`config.mk`:
```
export PLATFORM = sky130hd
export DESIGN_NAME = vuvxu_banked8_seq
export DESIGN_NICKNAME = d
export VERILOG_FILES = /design/src/rtl/vuvxu_banked8_seq.sv
export SDC_FILE = /design/constraint.sdc
export NUM_CORES = 1
export LEC_CHECK = 0
export CAP_MARGIN = 15
export CORE_ASPECT_RATIO = 1.25
export CORE_MARGIN = 4
export CORE_UTILIZATION = 51
export CTS_CLUSTER_DIAMETER = 80
export DETAILED_ROUTE_END_ITERATION = 12
export GPL_TIMING_DRIVEN = 0
export PLACE_DENSITY_LB_ADDON = 0.3
export SYNTH_ARGS = -nofsm -noshare
export SYNTH_HDL_FRONTEND = slang
export SYNTH_SLANG_ARGS = --single-unit
export TNS_END_PERCENT = 1
```
`constraint.sdc`:
```
create_clock -name clk -period 9.4 [get_ports clk]
set_input_delay 1.88 -clock clk [delete_from_list [all_inputs] [get_ports clk]]
set_output_delay 1.88 -clock clk [all_outputs]
set_load 0.03 [all_outputs]
```
`src/rtl/vuvxu_banked8_seq.sv`:
```
// Issue sequencer for bank 0 of the 8-bank vector unit: splits one vector
// instruction into per-stripe read/ALU commands and delayed write commands.
module vuvxu_banked8_seq #(
  parameter int NBANK = 8,
  parameter int REGW  = 8,
  parameter int VLENW = 11,
  parameter int FNW   = 11,
  parameter int DATAW = 65,
  parameter int OPLW  = 2,
  parameter int RPW   = 8,
  parameter int WPW   = 3,
  parameter int WLAT  = 2
) (
  input  logic             clk,
  input  logic             reset,
  input  logic             in_val,
  output logic             in_rdy,
  input  logic [VLENW-1:0] in_vlen,
  input  logic [REGW-1:0]  in_rs,
  input  logic [REGW-1:0]  in_rd,
  input  logic [OPLW-1:0]  in_oplen,
  input  logic [RPW-1:0]   in_blen,
  input  logic [WPW-1:0]   in_wsel,
  input  logic             in_viu,
  input  logic [FNW-1:0]   in_fn,
  input  logic [DATAW-1:0] in_imm,
  output logic             seq_ren,
  output logic             seq_rlast,
  output logic [2:0]       seq_rcnt,
  output logic [REGW-1:0]  seq_raddr,
  output logic [OPLW-1:0]  seq_roplen,
  output logic [RPW-1:0]   seq_rblen,
  output logic             seq_viu_val,
  output logic [FNW-1:0]   seq_viu_fn,
  output logic [VLENW-1:0] seq_viu_utidx,
  output logic [DATAW-1:0] seq_viu_imm,
  output logic             seq_wen,
  output logic             seq_wlast,
  output logic [2:0]       seq_wcnt,
  output logic [REGW-1:0]  seq_waddr,
  output logic [WPW-1:0]   seq_wsel,
  output logic             done
);

  localparam int BSH = $clog2(NBANK);

  typedef enum logic [1:0] {S_IDLE, S_ISSUE, S_DRAIN} state_t;

  typedef struct packed {
    logic            en;
    logic            last;
    logic [2:0]      cnt;
    logic [REGW-1:0] addr;
  } wcmd_t;

  state_t state, state_nxt;

  logic             accept;
  logic [VLENW-1:0] rem, k;
  logic [REGW-1:0]  rs_q, rd_q, waddr_q;
  logic             viu_q;
  logic [FNW-1:0]   fn_q;
  logic [DATAW-1:0] imm_q;
  logic [OPLW-1:0]  oplen_q;
  logic [RPW-1:0]   blen_q;
  logic [WPW-1:0]   wsel_q;

  logic             issue;
  logic [VLENW-1:0] cur_rem, cur_k, take;
  logic [REGW-1:0]  cur_rs, cur_rd;
  logic             cur_viu;
  logic             stripe_last;

  wcmd_t wsrc, done_src;
  wcmd_t wpipe [WLAT];

  assign accept = in_val && in_rdy;

  // State register.
  always_ff @(posedge clk or posedge reset) begin
    // NOTE: non-blocking assignments so every register samples pre-edge values.
    if (reset) state <= S_IDLE;
    else       state <= state_nxt;
  end

  // Next-state logic.
  always_comb begin
    // NOTE: default assignment first so no latch is inferred on any path.
    state_nxt = state;
    case (state)
      S_IDLE:  if (accept) state_nxt = (in_vlen == '0) ? S_DRAIN : S_ISSUE;
      S_ISSUE: if (seq_rlast) state_nxt = S_DRAIN;
      S_DRAIN: if (done) state_nxt = S_IDLE;
      default: state_nxt = S_IDLE;
    endcase
  end

  // Output logic.
  always_comb begin
    in_rdy = (state == S_IDLE);
  end

  // Stripe 0 is computed straight from the inputs so it is registered on the
  // accept edge; later stripes come from the remaining-count/index registers.
  always_comb begin
    cur_rem = rem;
    cur_k   = k;
    cur_rs  = rs_q;
    cur_rd  = rd_q;
    cur_viu = viu_q;
    if (state == S_IDLE) begin
      cur_rem = in_vlen;
      cur_k   = '0;
      cur_rs  = in_rs;
      cur_rd  = in_rd;
      cur_viu = in_viu;
    end
    issue       = (state == S_IDLE) ? (accept && in_vlen != '0)
                                    : (state == S_ISSUE && !seq_rlast);
    stripe_last = (cur_rem <= VLENW'(NBANK));
    take        = stripe_last ? cur_rem : VLENW'(NBANK);
  end

  always_ff @(posedge clk or posedge reset) begin
    if (reset) begin
      rs_q    <= '0;
      rd_q    <= '0;
      viu_q   <= 1'b0;
      fn_q    <= '0;
      imm_q   <= '0;
      oplen_q <= '0;
      blen_q  <= '0;
      wsel_q  <= '0;
    end else if (accept) begin
      rs_q    <= in_rs;
      rd_q    <= in_rd;
      viu_q   <= in_viu;
      fn_q    <= in_fn;
      imm_q   <= in_imm;
      oplen_q <= in_oplen;
      blen_q  <= in_blen;
      wsel_q  <= in_wsel;
    end
  end

  // Read/ALU command stage; waddr_q travels with it into the write pipe.
  always_ff @(posedge clk or posedge reset) begin
    if (reset) begin
      rem           <= '0;
      k             <= '0;
      seq_ren       <= 1'b0;
      seq_rlast     <= 1'b0;
      seq_rcnt      <= '0;
      seq_raddr     <= '0;
      seq_viu_val   <= 1'b0;
      seq_viu_utidx <= '0;
      waddr_q       <= '0;
    end else if (issue) begin
      rem           <= cur_rem - take;
      k             <= cur_k + VLENW'(1);
      seq_ren       <= 1'b1;
      seq_rlast     <= stripe_last;
      seq_rcnt      <= 3'(take - VLENW'(1));
      seq_raddr     <= cur_rs + cur_k[REGW-1:0];
      seq_viu_val   <= cur_viu;
      seq_viu_utidx <= cur_k << BSH;
      waddr_q       <= cur_rd + cur_k[REGW-1:0];
    end else begin
      seq_ren     <= 1'b0;
      seq_rlast   <= 1'b0;
      seq_viu_val <= 1'b0;
    end
  end

  assign wsrc = '{en: seq_ren, last: seq_rlast, cnt: seq_rcnt, addr: waddr_q};

  // Write command delay line; the tail entry drives the seq_w* outputs.
  always_ff @(posedge clk or posedge reset) begin
    if (reset) begin
      // NOTE: the delay line is reset so writes of an interrupted instruction are dropped.
      for (int i = 0; i < WLAT; i++) wpipe[i] <= '0;
    end else begin
      wpipe[0] <= wsrc;
      for (int i = 1; i < WLAT; i++) wpipe[i] <= wpipe[i-1];
    end
  end

  // done is registered, so it looks one stage ahead of the write outputs.
  generate
    if (WLAT == 1) begin : g_done_lat1
      assign done_src = wsrc;
    end else begin : g_done_latn
      assign done_src = wpipe[WLAT-2];
    end
  endgenerate

  always_ff @(posedge clk or posedge reset) begin
    if (reset) done <= 1'b0;
    else       done <= (accept && in_vlen == '0) || (done_src.en && done_src.last);
  end

  assign seq_wen     = wpipe[WLAT-1].en;
  assign seq_wlast   = wpipe[WLAT-1].last;
  assign seq_wcnt    = wpipe[WLAT-1].cnt;
  assign seq_waddr   = wpipe[WLAT-1].addr;
  assign seq_wsel    = wsel_q;
  assign seq_roplen  = oplen_q;
  assign seq_rblen   = blen_q;
  assign seq_viu_fn  = fn_q;
  assign seq_viu_imm = imm_q;

endmodule

```
Yosys cells after proc, flatten, opt, wreduce, memory -nomap -nowiden
Index checks and enable logic that the tools add are counted.
W data, S select, Z words.
Storage, ports and cells
  register bits: 187
  bits in latches: 0
  RAM bits: 0
  memory bits (read-only): 0
  input bits: 120
  output and inout bits: 129
  logic and storage cells: 64
  memories kept: 0
Cells by class
  add/sub/neg operators: 5
  $mul: 0
  divide/modulo/power cells: 0
  $lt $le $gt $ge: 1
  equal/unequal tests: 5
  shift operators: 0
  multiplexer cells: 15
  bitwise logic cells: 0
  reduce and logical (&&, ||, !) cells: 11
Operator list (number)
  $mux W11: 3
  $add A8 B8 Y8: 2
  $mux W8: 2
  $add A11 B1 Y11 const B: 1
  $le A11 B4 Y1 const B: 1
  $logic_not A11 Y1: 1
  $reduce_bool A11 Y1: 1
  $sub A11 B11 Y11: 1
  $mux W2: 4
  $pmux W2 S3: 1
  $logic_and A1 B1 Y1: 5
  $mux W1: 5
  $ne A2 B2 Y1 const B: 2
  $reduce_and A3 Y1: 1
  $sub A3 B1 Y3 const B: 1
  $eq A2 B1 Y1 const B: 1
  $eq A2 B2 Y1 const B: 1
  $logic_not A2 Y1: 1
  $ne A2 B1 Y1 const B: 1
  $logic_not A1 Y1: 1
  $logic_or A1 B1 Y1: 1

Logic depth before layout (Yosys ltp)
  depth in word-level cells: 5
  depth in mapped cells: 17

Worst setup path before layout
No wires, ideal clock.
  path kind: in2reg
  start point: input in_vlen[7]
  end point: register rem[6]
  library setup time: 0.111 ns
  data arrival time: 4.144 ns
  data required time: 9.289 ns
  slack: 5.144 ns
  stages: 10
  path buffers: 0
  cells stage by stage: nor4_1 a21oi_4 nor3b_4 nand3_1 nand2_1 ha_1 a21oi_1 o21bai_2 mux2_4 a2111oi_2
On the way
  cells in the longest elaborated chain, start to end: 4
  elaborated cells on any way between the ends: 7
  classes of those cells: add/sub (1); order compare (1); mux (3); reduce/logical (2)
RTL lines
  start: declaration: RTL line 18  | input logic [VLENW-1:0] in_vlen,
  $mux W11: RTL line 111  | if (state == S_IDLE) begin
  $le A11 B4 Y1: RTL line 120  | stripe_last = (cur_rem <= VLENW'(NBANK));
  $mux W11: RTL line 121  | take = stripe_last ? cur_rem : VLENW'(NBANK);
  $sub A11 B11 Y11: RTL line 159  | rem <= cur_rem - take;
  end signal: assignment: RTL line 159
  end: declaration: RTL line 59  | logic [VLENW-1:0] rem, k;
Several ways; a longest one is shown, not always the timed one.
A chain may end at the register's enable or synchronous reset.

Final worst setup path
  start point: register state[1]
  end point: output in_rdy
On the way
  cells in the longest elaborated chain, start to end: 1
RTL lines
  start: declaration: RTL line 56  | state_t state, state_nxt;
  start signal: assignment: RTL line 83  | else state <= state_nxt;
  $logic_not A2 Y1: RTL line 100  | in_rdy = (state == S_IDLE);
  end: declaration: RTL line 17  | output logic in_rdy,
Every way passes these cells.

==> results.yml <==
clock_network:
  cts.sinks: 184
  postCtsSetupRepairBufs: 0
  cts_buffer_depth: 2
  clkLatencyLatePin_ns: 0.43
  path_clk_slew_ns: 0.06
  clock-root-buffer: "clkbuf_16"
  cts_resized: 0
  cts_hold_buf: 0
  cts_made_buffers: 17
  htree_levels: 4
  cts_tree: "yes"
synth:
  async_flop_share_pct: 100
  yosysWarningCount: 0
  ys_seq_elements: 184
  synthTopCellsByCount: "422 x nand2_1, 184 x dfrtp_1, 38 x nor2_1"
  synth_area_leaders: "dfrtp_1 58%, nand2_1 20%, ha_1 2.7%, a21oi_1 2.0%, nor2_1 1.8%"
  ys.flop_type: "dfrtp_1"
  synth_top_cell_by_area: "dfrtp_1"
  synth_seq_area_share_pct: 57.7
  syn_area_per_cell_um2: 9.05
  netlist_area_um2: 7990
  synth_top_area_share_pct: 57.7
  postSynthCellCount: 882
  synth_most_common_cell: "nand2_1"
  synth_edf_count: 0
  yosysUniqueCellTypes: 50
placement:
  dpl.hpwl_mm: 15.6
  dp.cells: 1338
  place_congestion: 0.911
  port_buffers: 245
  dpl_worst_slack_ns: 4.25
  detailed_place.area_um2: 10700
route:
  routed_via_density: 5.09
  via_count: 6969
  drt-total-wl_mm: 21.7
  detail_route.wl_per_cell_um: 15.9
  drc: 0
  ant_nets: 0
  drt_pass1_iterations: 7
  dr.first_iter.drc_count: 499
sta:
  rsz0062_at_grt: "false"
  setup_ws_ns: 3.75
  fin_skew_ns: 0.00983
  slew_headroom_pct: 53.7
  finalSetupViolCount: 0
  period_minus_slack_ns: 5.65
  finalSetupTns_ns: 0
  fin_crit_sh_pct: 60.1
  max_freq_ghz: 0.177
  worstMarginPinSlew_ns: 0.688
  slew_viol_final: 0
  whs_ns: 0.347
  hold_viol: 0
outcome:
  status: "finished, final reports clean"
worst_setup_path:
  worstSetupPathType: "flop to primary output"
  crit_fanout: 10
  r2r_start: "state[1]$_DFFE_PP0P_"
  arrival_ns: 3.77
  endpoint_kind: "primary output"
  cp-start-kind: "flop"
  rr_worst_depth: 15
  required_ns: 7.52
  rr_endpoint: "seq_raddr[7]$_DFFE_PP0P_"
  reg2reg_setup_slack_ns: 5.19
floorplanning:
  io_pins: 249
  die_h_um: 148
  num_rows: 50
  die-area_um2: 17700
  start_util_pct: 52.5
  die_w_um: 120
  coreArea_um2: 15200
final_layout:
  drive_gt1_share_pct: 4.66
  final_nets: 1288
  syn2layout_area_growth_pct: 41.7
  antenna_cells: 0
  finalNonFillerCells: 1368
  finalInstanceArea_um2: 11300
power_and_ir_drop:
  pwr_density_cell_nw_per_um2: 384
  leakage_nw: 5.34
  ir_drop_mv: 0.178
worst_hold_path:
  hold_end: "seq_waddr[7]$_DFF_PP0_"
  hold_depth: 0
  worst_hold_startpoint: "done_src[7]$_DFF_PP0_"
  min_path_type: "flop to flop"
global_route:
  grt_pass1_wl_mm: 35.3
  grt_antenna_before_repair: 0
  grt_pass1_vias: 6968
  overflow: 0
  grt_max_degree: 99
  grt_usage_pct: 25.0
run:
  maxCapViolCount: 0
==> worst max path at each step <==
stage                         startpoint                        end  slack [ns]
CTS                 state[1]$_DFFE_PP0P_                     in_rdy        3.75
global route        state[1]$_DFFE_PP0P_                     in_rdy        3.58
finish              state[1]$_DFFE_PP0P_                     in_rdy        3.75
floorplan                          reset             done$_DFF_PP0_        2.52
global placement                   reset  seq_viu_fn[3]$_DFFE_PP0P_        0.13
detailed placement  state[1]$_DFFE_PP0P_                     in_rdy        4.25
==> stage by stage <==
stage | utilization, % | power, W
CTS | 74.4 | 0.00436
detailed placement | 70.7 | 0.00364
global route | 74.4 | 0.00465
global placement | 70.4 | 0.00357
floorplan | - | 0.00278
finish | 74.4 | 0.00434
==> where the power goes <==
part	total, W	switching (W)	internal [W]
Combinational	0.00230	0.00139	0.000905
Sequential	0.00134	0.000188	0.00115
Clock	0.000703	0.000299	0.000404
==> critical path: stages, from the launching register on <==
cell and delay, ns:
dfrtp_1 0.36, buf_4 0.17, or2_4 0.28, inv_8 0.09
buf_2 0.23, clkbuf_1 0.43, buf_1 0.57, buf_1 0.44
clkdlybuf4s50_1 0.77
==> state kept, by name, indices dropped and copies added, names as in the netlist <==
name,count
seq_viu_imm,65
done_src,13
rem,11
seq_viu_fn,11
k,8
rd_q,8
rs_q,8
seq_raddr,8
seq_rblen,8
seq_viu_utidx,8
seq_waddr,8
waddr_q,8
seq_rcnt,3
seq_wcnt,3
seq_wsel,3
seq_roplen,2
state,2
done,1
seq_ren,1
seq_rlast,1
seq_viu_val,1
seq_wen,1
seq_wlast,1
viu_q,1
==> placed cells by master (no fill, tap or decap), types with 9 or more instances in the layout <==
cell type,synthesis,routed
and2_1,11,11
dfrtp_1,184,184
o21ai_0,23,23
nor2_1,38,38
nand2_1,422,422
a21oi_1,32,32
clkdlybuf4s50_1,0,245
nor3_1,9,9
xnor2_1,12,12
ha_1,17,17
clkbuf_16,0,17
buf_1,10,10
clkbuf_1,26,27
==> cell type report <==
type / count / area [µm²]
inverter: 10 / 52.6
clock inverter: 10 / 119
fill: 1135 / 3880
multi-input combinational: 644 / 3140
tap: 208 / 260
clock buffer: 20 / 457
buffer: 46 / 204
timing repair buffer: 246 / 2480
sequential: 184 / 4600
==> routing by layer <==
metal	part of all wire (%)	global-route usage [%]	up-vias
li1	-	-	3371
met1	40	31.0	3294
met2	51	43.0	266
met3	6.2	5.20	38
met4	2.7	9.34	0
met5	0	0	-
==> cell families after synthesis <==
family	share of synthesized area, %
AOI/OAI and AO/OA	7.94
xor gates and xnor gates	1.97
adders and majority gates	3.16
buffers and inverters	3.12
DFF	57.7
muxes	1.27
other	0.0940
and+or+nand+nor	24.8
Power figures use the tool's default switching activity.
==> variant 1: new RTL, config.mk and constraints unchanged <==
Reset style: synchronous (`reset`), changed in 5 clocked blocks.
--- a/src/rtl/vuvxu_banked8_seq.sv
+++ b/src/rtl/vuvxu_banked8_seq.sv
@@ -78,5 +78,5 @@
 
   // State register.
-  always_ff @(posedge clk or posedge reset) begin
+  always_ff @(posedge clk) begin
     // NOTE: non-blocking assignments so every register samples pre-edge values.
     if (reset) state <= S_IDLE;
@@ -122,5 +122,5 @@
   end
 
-  always_ff @(posedge clk or posedge reset) begin
+  always_ff @(posedge clk) begin
     if (reset) begin
       rs_q    <= '0;
@@ -145,5 +145,5 @@
 
   // Read/ALU command stage; waddr_q travels with it into the write pipe.
-  always_ff @(posedge clk or posedge reset) begin
+  always_ff @(posedge clk) begin
     if (reset) begin
       rem           <= '0;
@@ -176,5 +176,5 @@
 
   // Write command delay line; the tail entry drives the seq_w* outputs.
-  always_ff @(posedge clk or posedge reset) begin
+  always_ff @(posedge clk) begin
     if (reset) begin
       // NOTE: the delay line is reset so writes of an interrupted instruction are dropped.
@@ -195,5 +195,5 @@
   endgenerate
 
-  always_ff @(posedge clk or posedge reset) begin
+  always_ff @(posedge clk) begin
     if (reset) done <= 1'b0;
     else       done <= (accept && in_vlen == '0) || (done_src.en && done_src.last);
Formal check against the unedited RTL: differs if reset is asserted again (counterexample within 4 cycles, from zero or initial values and one cycle with reset high); with reset held inactive, the same outputs for 10 cycles.
==> variant 1 against the unedited design <==
  * Wire length up 7.2%
  * Sequential cell count stayed put
  * Worst setup slack better by 0.57 ns
  * Non-clock buffer count increased by 17
  * Hold slack improved by 0.087 ns
  * Design area fell by 4.7%
  * Synthesized area down 6.0%
  * Via count is 7.2% higher
  * Global-route usage increased by 2.1 points
Power is not compared: it rests on default switching activity, and its combinational part moved more than twofold at a synthesized area within 25%.
==> variant 1: results (changes against the unedited design) <==
| Metric | Value |
|---|---|
| Seq/Total Area, Yosys | `49.1% (-8.6 points)` |
| Syn. warnings | `0 (unchanged)` |
| Slowest stage delay, CP | `0.71 ns (-0.06 ns)` |
| Vias | `7,471 (+7.2%)` |
| Reg clk slew, reported paths | `0.06 ns (about the same)` |
| Worst skew pair latency | `0.43 ns (about the same)` |
| Worst relative slew slack | `32.3% (-21 points)` |
| DP Wirelength | `17.4 mm (+11%)` |
| Antenna diodes | `0 (unchanged)` |
| Top cells by count, synth | `nand2_1, dfxtp_1, a21oi_1` |
| Critical R2R Capture | `seq_raddr[7]` |
| Synth area leaders | `dfxtp_1, nand2_1, a21oi_1` |
| Drt pass-1 iters | `5 (-2)` |
| I/O Buffers | `244 (-0.41%)` |
| Overflow left after global routing | `0 (unchanged)` |
| Post-CTS setup buffer count | `0 (unchanged)` |
| Gr usage total | `27.0% (+2.1 points)` |
| Worst Setup SP | `state[1]` |
| Clk buf depth | `2 (unchanged)` |
| Number of flip-flops under the largest register name | `65 (unchanged)` |
| Crit-path slowest cell | `clkdlybuf4s50_1` |
| Vias in the first global route | `7,144 (+2.5%)` |
| Async set-reset flop share out of synthesis | `0% (-100 points)` |
| Largest net degree at the start of global routing | `17 (-83%)` |
| H-tree depth | `4 (unchanged)` |
| Cts repair resizes | `0 (unchanged)` |
| Distinct cells, synth | `61 (+22%)` |
| Placed cell areas | `10,200 µm² (-5.2%)` |
| Commonest non-fill, non-tap cell in the layout | `nand2_1` |
| RePlAce Congestion | `0.948 (+4.1%)` |
| R2r setup slk | `5.53 ns (+0.34 ns)` |
| DP Cell Count | `1,367 (+2.2%)` |
| Detailed router's first-iteration violation count | `506 (+1.4%)` |
| Share of layout cells above drive strength 1 | `4.76% (+0.11 points)` |
| Skew final | `0.00795 ns (-0.00187 ns)` |
| Wire per inst | `16.6 µm (+5.0%)` |
| R2R cell count | `16 (+1)` |
| Post-Route WL | `23.2 mm (+7.2%)` |
| Setup crit end | `in_rdy` |
| CTS root buf | `clkbuf_16` |
| Critical Path AT | `3.19 ns (-0.58 ns)` |
| Initial antenna violation count | `0 (unchanged)` |
| CTS Buf Count | `17 (unchanged)` |
| Global-route wire length before repair | `35.6 mm (+0.98%)` |
| Status | `finished clean` |
| Syn_area_per_cell | `7.96 µm² (-12%)` |
| Max VDD drop | `0.000139 V` |
| HP Class | `reg -> reg` |
| Nets@finish | `1,347 (+4.6%)` |
## variant 1: worst min-delay path by stage
stage,startpoint,to,slack (ns),cells past startpoint
global placement,wpipe[0][0],wpipe[0][13],0.42,1
detailed placement,wpipe[0][5],wpipe[0][18],0.42,1
CTS,wpipe[0][5],wpipe[0][18],0.44,1
finish,wpipe[0][5],wpipe[0][18],0.43,1
global route,wpipe[0][9],wpipe[0][22],0.45,1
floorplan,wpipe[0][0],wpipe[0][13],0.41,1
## variant 1: routing by layer
| metal | part of all wire (%) | up-vias | GRT usage, % |
|---|---|---|---|
| li1 | - | 3658 | - |
| met1 | 38 | 3410 | 32.0 |
| met2 | 48 | 333 | 44.8 |
| met3 | 9.6 | 70 | 8.42 |
| met4 | 4.0 | 0 | 12.1 |
| met5 | 0 | - | 0 |
## variant 1: per-stage QoR
step / total power, mW / worst slack, ns
after global routing: 2.07 / 4.20
after floorplan: 1.09 / 5.42
after CTS: 2.00 / 4.34
final: 1.99 / 4.33
after detailed placement: 1.27 / 4.70
after global placement: 1.26 / 4.76
## variant 1: cell families after synthesis
group,Yosys count,synth area share [%]
compound gates,216,16.8
xor+xnor,13,1.52
fa+ha+maj,19,3.37
buf+inv,77,4.47
flops,184,49.1
mux,7,1.02
other cells,2,0.100
simple gates,425,23.6
## variant 1: layout make-up
cell class / instances / area (µm²)
clock inverters: 9 / 140
clock buffers: 20 / 467
well taps: 178 / 223
flip-flops and latches: 184 / 3680
fillers: 1103 / 3620
plain buffers: 65 / 290
multi-input cells: 684 / 3500
repair buffers: 244 / 2440
inverters: 12 / 45.0
## variant 1: report_power, final
group	switching, mW	internal (mW)	total (mW)
Combinational	0.231	0.165	0.396
Clock	0.302	0.438	0.741
Sequential	0.0271	0.831	0.858
==> variant 2: new RTL, same flow settings <==
Without the edit above. The parameter `NBANK` goes from 8 to 32.
--- a/src/rtl/vuvxu_banked8_seq.sv
+++ b/src/rtl/vuvxu_banked8_seq.sv
@@ -2,5 +2,5 @@
 // instruction into per-stripe read/ALU commands and delayed write commands.
 module vuvxu_banked8_seq #(
-  parameter int NBANK = 8,
+  parameter int NBANK = 32,
   parameter int REGW  = 8,
   parameter int VLENW = 11,
Formal check against the unedited RTL: not equivalent (Yosys sat finds a counterexample within 4 cycles, from zero or initial values and one cycle with reset high).
==> variant 2 against the unedited design <==
  * Clock power up 3.8%
  * Die area down 1.4%
  * Worst setup slack better by 0.45 ns
  * Wire length up 1.6%
  * Design area down 0.98%
  * Via count down 1.9%
  * Sequential cell count down 2
  * Combinational power down 11%
  * Total power down 5.9%
  * Sequential share of layout area about the same
  * Synthesized area down 1.5%
==> variant 2: results (changes against the unedited design) <==
| Metric | Value |
|---|---|
| Post-Route WL | `22.0 mm (+1.6%)` |
| Syn. warnings | `0 (unchanged)` |
| PD cells | `364 nW/µm² (-5.0%)` |
| Setup TNS Final | `0 ns (unchanged)` |
| Drt pass-1 iters | `5 (-2)` |
| Post-CTS setup buffer count | `0 (unchanged)` |
| Clock network power share | `17.9% (+1.7 points)` |
| Reg clk slew, reported paths | `0.06 ns (about the same)` |
| H-tree depth | `4 (unchanged)` |
| Number of flip-flops under the largest register name | `65 (unchanged)` |
| Share of layout cells above drive strength 1 | `4.81% (+0.15 points)` |
| Wire per inst | `16.3 µm (+2.8%)` |
| Final Hold Fails | `0 (unchanged)` |
| Critical Path AT | `3.32 ns (-0.45 ns)` |
| Cts repair resizes | `0 (unchanged)` |
| Gr usage total | `25.3% (+0.35 points)` |
| HP Class | `reg -> reg` |
| Max VDD drop | `0.000187 V (+5.4%)` |
| Vias per std cell | `5.06 (-0.73%)` |
| Syn_area_per_cell | `9.10 µm² (+0.55%)` |
| RePlAce Congestion | `0.926 (+1.6%)` |
| Status | `finished clean` |
| Seq/Total Area, Yosys | `57.9% (+0.24 points)` |
| Synth Area in Compound Gates | `7.92% (-0.022 points)` |
| Worst relative slew slack | `57.3% (+3.6 points)` |
| Critical R2R Capture | `seq_raddr[7]` |
| CTS Buf Count | `17 (unchanged)` |
| Crit-path slowest cell | `clkdlybuf4s50_1` |
| Largest net degree at the start of global routing | `114 (+15%)` |
| CP max FO | `10 (unchanged)` |
| Antenna diodes | `0 (unchanged)` |
| Vias in the first global route | `6,814 (-2.2%)` |
| Leakage | `5.33 nW (about the same)` |
| Global-route wire length before repair | `35.1 mm (-0.57%)` |
| Post-synthesis mux area share | `1.29% (+0.019 points)` |
| Int Pwr | `2.36 mW (-4.2%)` |
| DP Cell Count | `1,320 (-1.3%)` |
| Skew final | `0.00454 ns (-0.00529 ns)` |
| Distinct cells, synth | `56 (+12%)` |
| R2r setup slk | `5.43 ns (+0.24 ns)` |
| Detailed router's first-iteration violation count | `519 (+4.0%)` |
| DP Wirelength | `16.1 mm (+3.2%)` |
| Worst R2R Start | `state[0]` |
| I/O Buffers | `243 (-0.82%)` |
| Synth area leaders | `dfrtp_1, nand2_1, ha_1` |
| Async set-reset flop share out of synthesis | `100% (unchanged)` |
| Initial antenna violation count | `0 (unchanged)` |
| Hold_sp | `done_src[8]` |
| Hold EP | `seq_wcnt[0]` |
| Predominant post-synthesis flop cell | `dfrtp_1` |
| Synth Area in Adders | `3.21% (+0.048 points)` |
| Slowest stage delay, CP | `0.80 ns (+0.03 ns)` |
| Top cells by count, synth | `nand2_1, dfrtp_1, o21ai_0` |
| R2R cell count | `15 (unchanged)` |
| Gate power share | `50.0% (-2.9 points)` |
| XOR/XNOR share of the synthesized area | `1.67% (-0.30 points)` |
-- variant 2: cell types whose count changed after synthesis, moves of 3 or more --
cell | unedited run | this run
buf_1 | 10 | 4
a21oi_1 | 32 | 21
nand2_1 | 422 | 419
a32o_1 | 7 | 3
nand3_1 | 5 | 1
o21ai_0 | 23 | 36
mux2_2 | 1 | 5
nor2_1 | 38 | 22
and3_1 | 0 | 3
clkbuf_1 | 26 | 32
mux2i_1 | 6 | 3
-- variant 2: routing by layer --
layer  vias up  wire, µm  global-route usage [%]
li1       3303         -                       -
met1      3201      8500                    30.5
met2       277     11300                    44.4
met3        56      1550                    5.78
met4         0       646                    8.93
met5         -         0                       0
-- variant 2: how the worst max path moves through the flow --
stage,end,from,slack [ns],depth (start not counted)
final,in_rdy,state[0],4.20,7
after global routing,in_rdy,state[0],4.08,7
after CTS,in_rdy,state[0],4.22,7
after detailed placement,rem[10],in_vlen[6],4.29,13
after global placement,rem[1],reset,0.27,2
after floorplan,done,reset,2.58,1
-- variant 2: final cells by class --
cell class | instances | area, µm²
flip-flops and latches | 182 | 4550
clock inverters | 11 | 146
inverters | 10 | 50.0
plain buffers | 46 | 204
well taps | 208 | 260
multi-input cells | 630 | 3080
fillers | 1067 | 3870
clock buffers | 21 | 450
repair buffers | 244 | 2460
-- variant 2: per-stage QoR --
stage / hold WS (ns) / cell area [µm²] / worst slack (ns) / util, %
after floorplan: 0.331 / 7880 / 2.58 / -
after global placement: 0.332 / 10600 / 0.267 / 70.1
after detailed placement: 0.336 / 10600 / 4.29 / 70.4
after CTS: 0.350 / 11200 / 4.22 / 74.3
after global routing: 0.357 / 11200 / 4.08 / 74.3
final: 0.349 / 11200 / 4.20 / 74.3
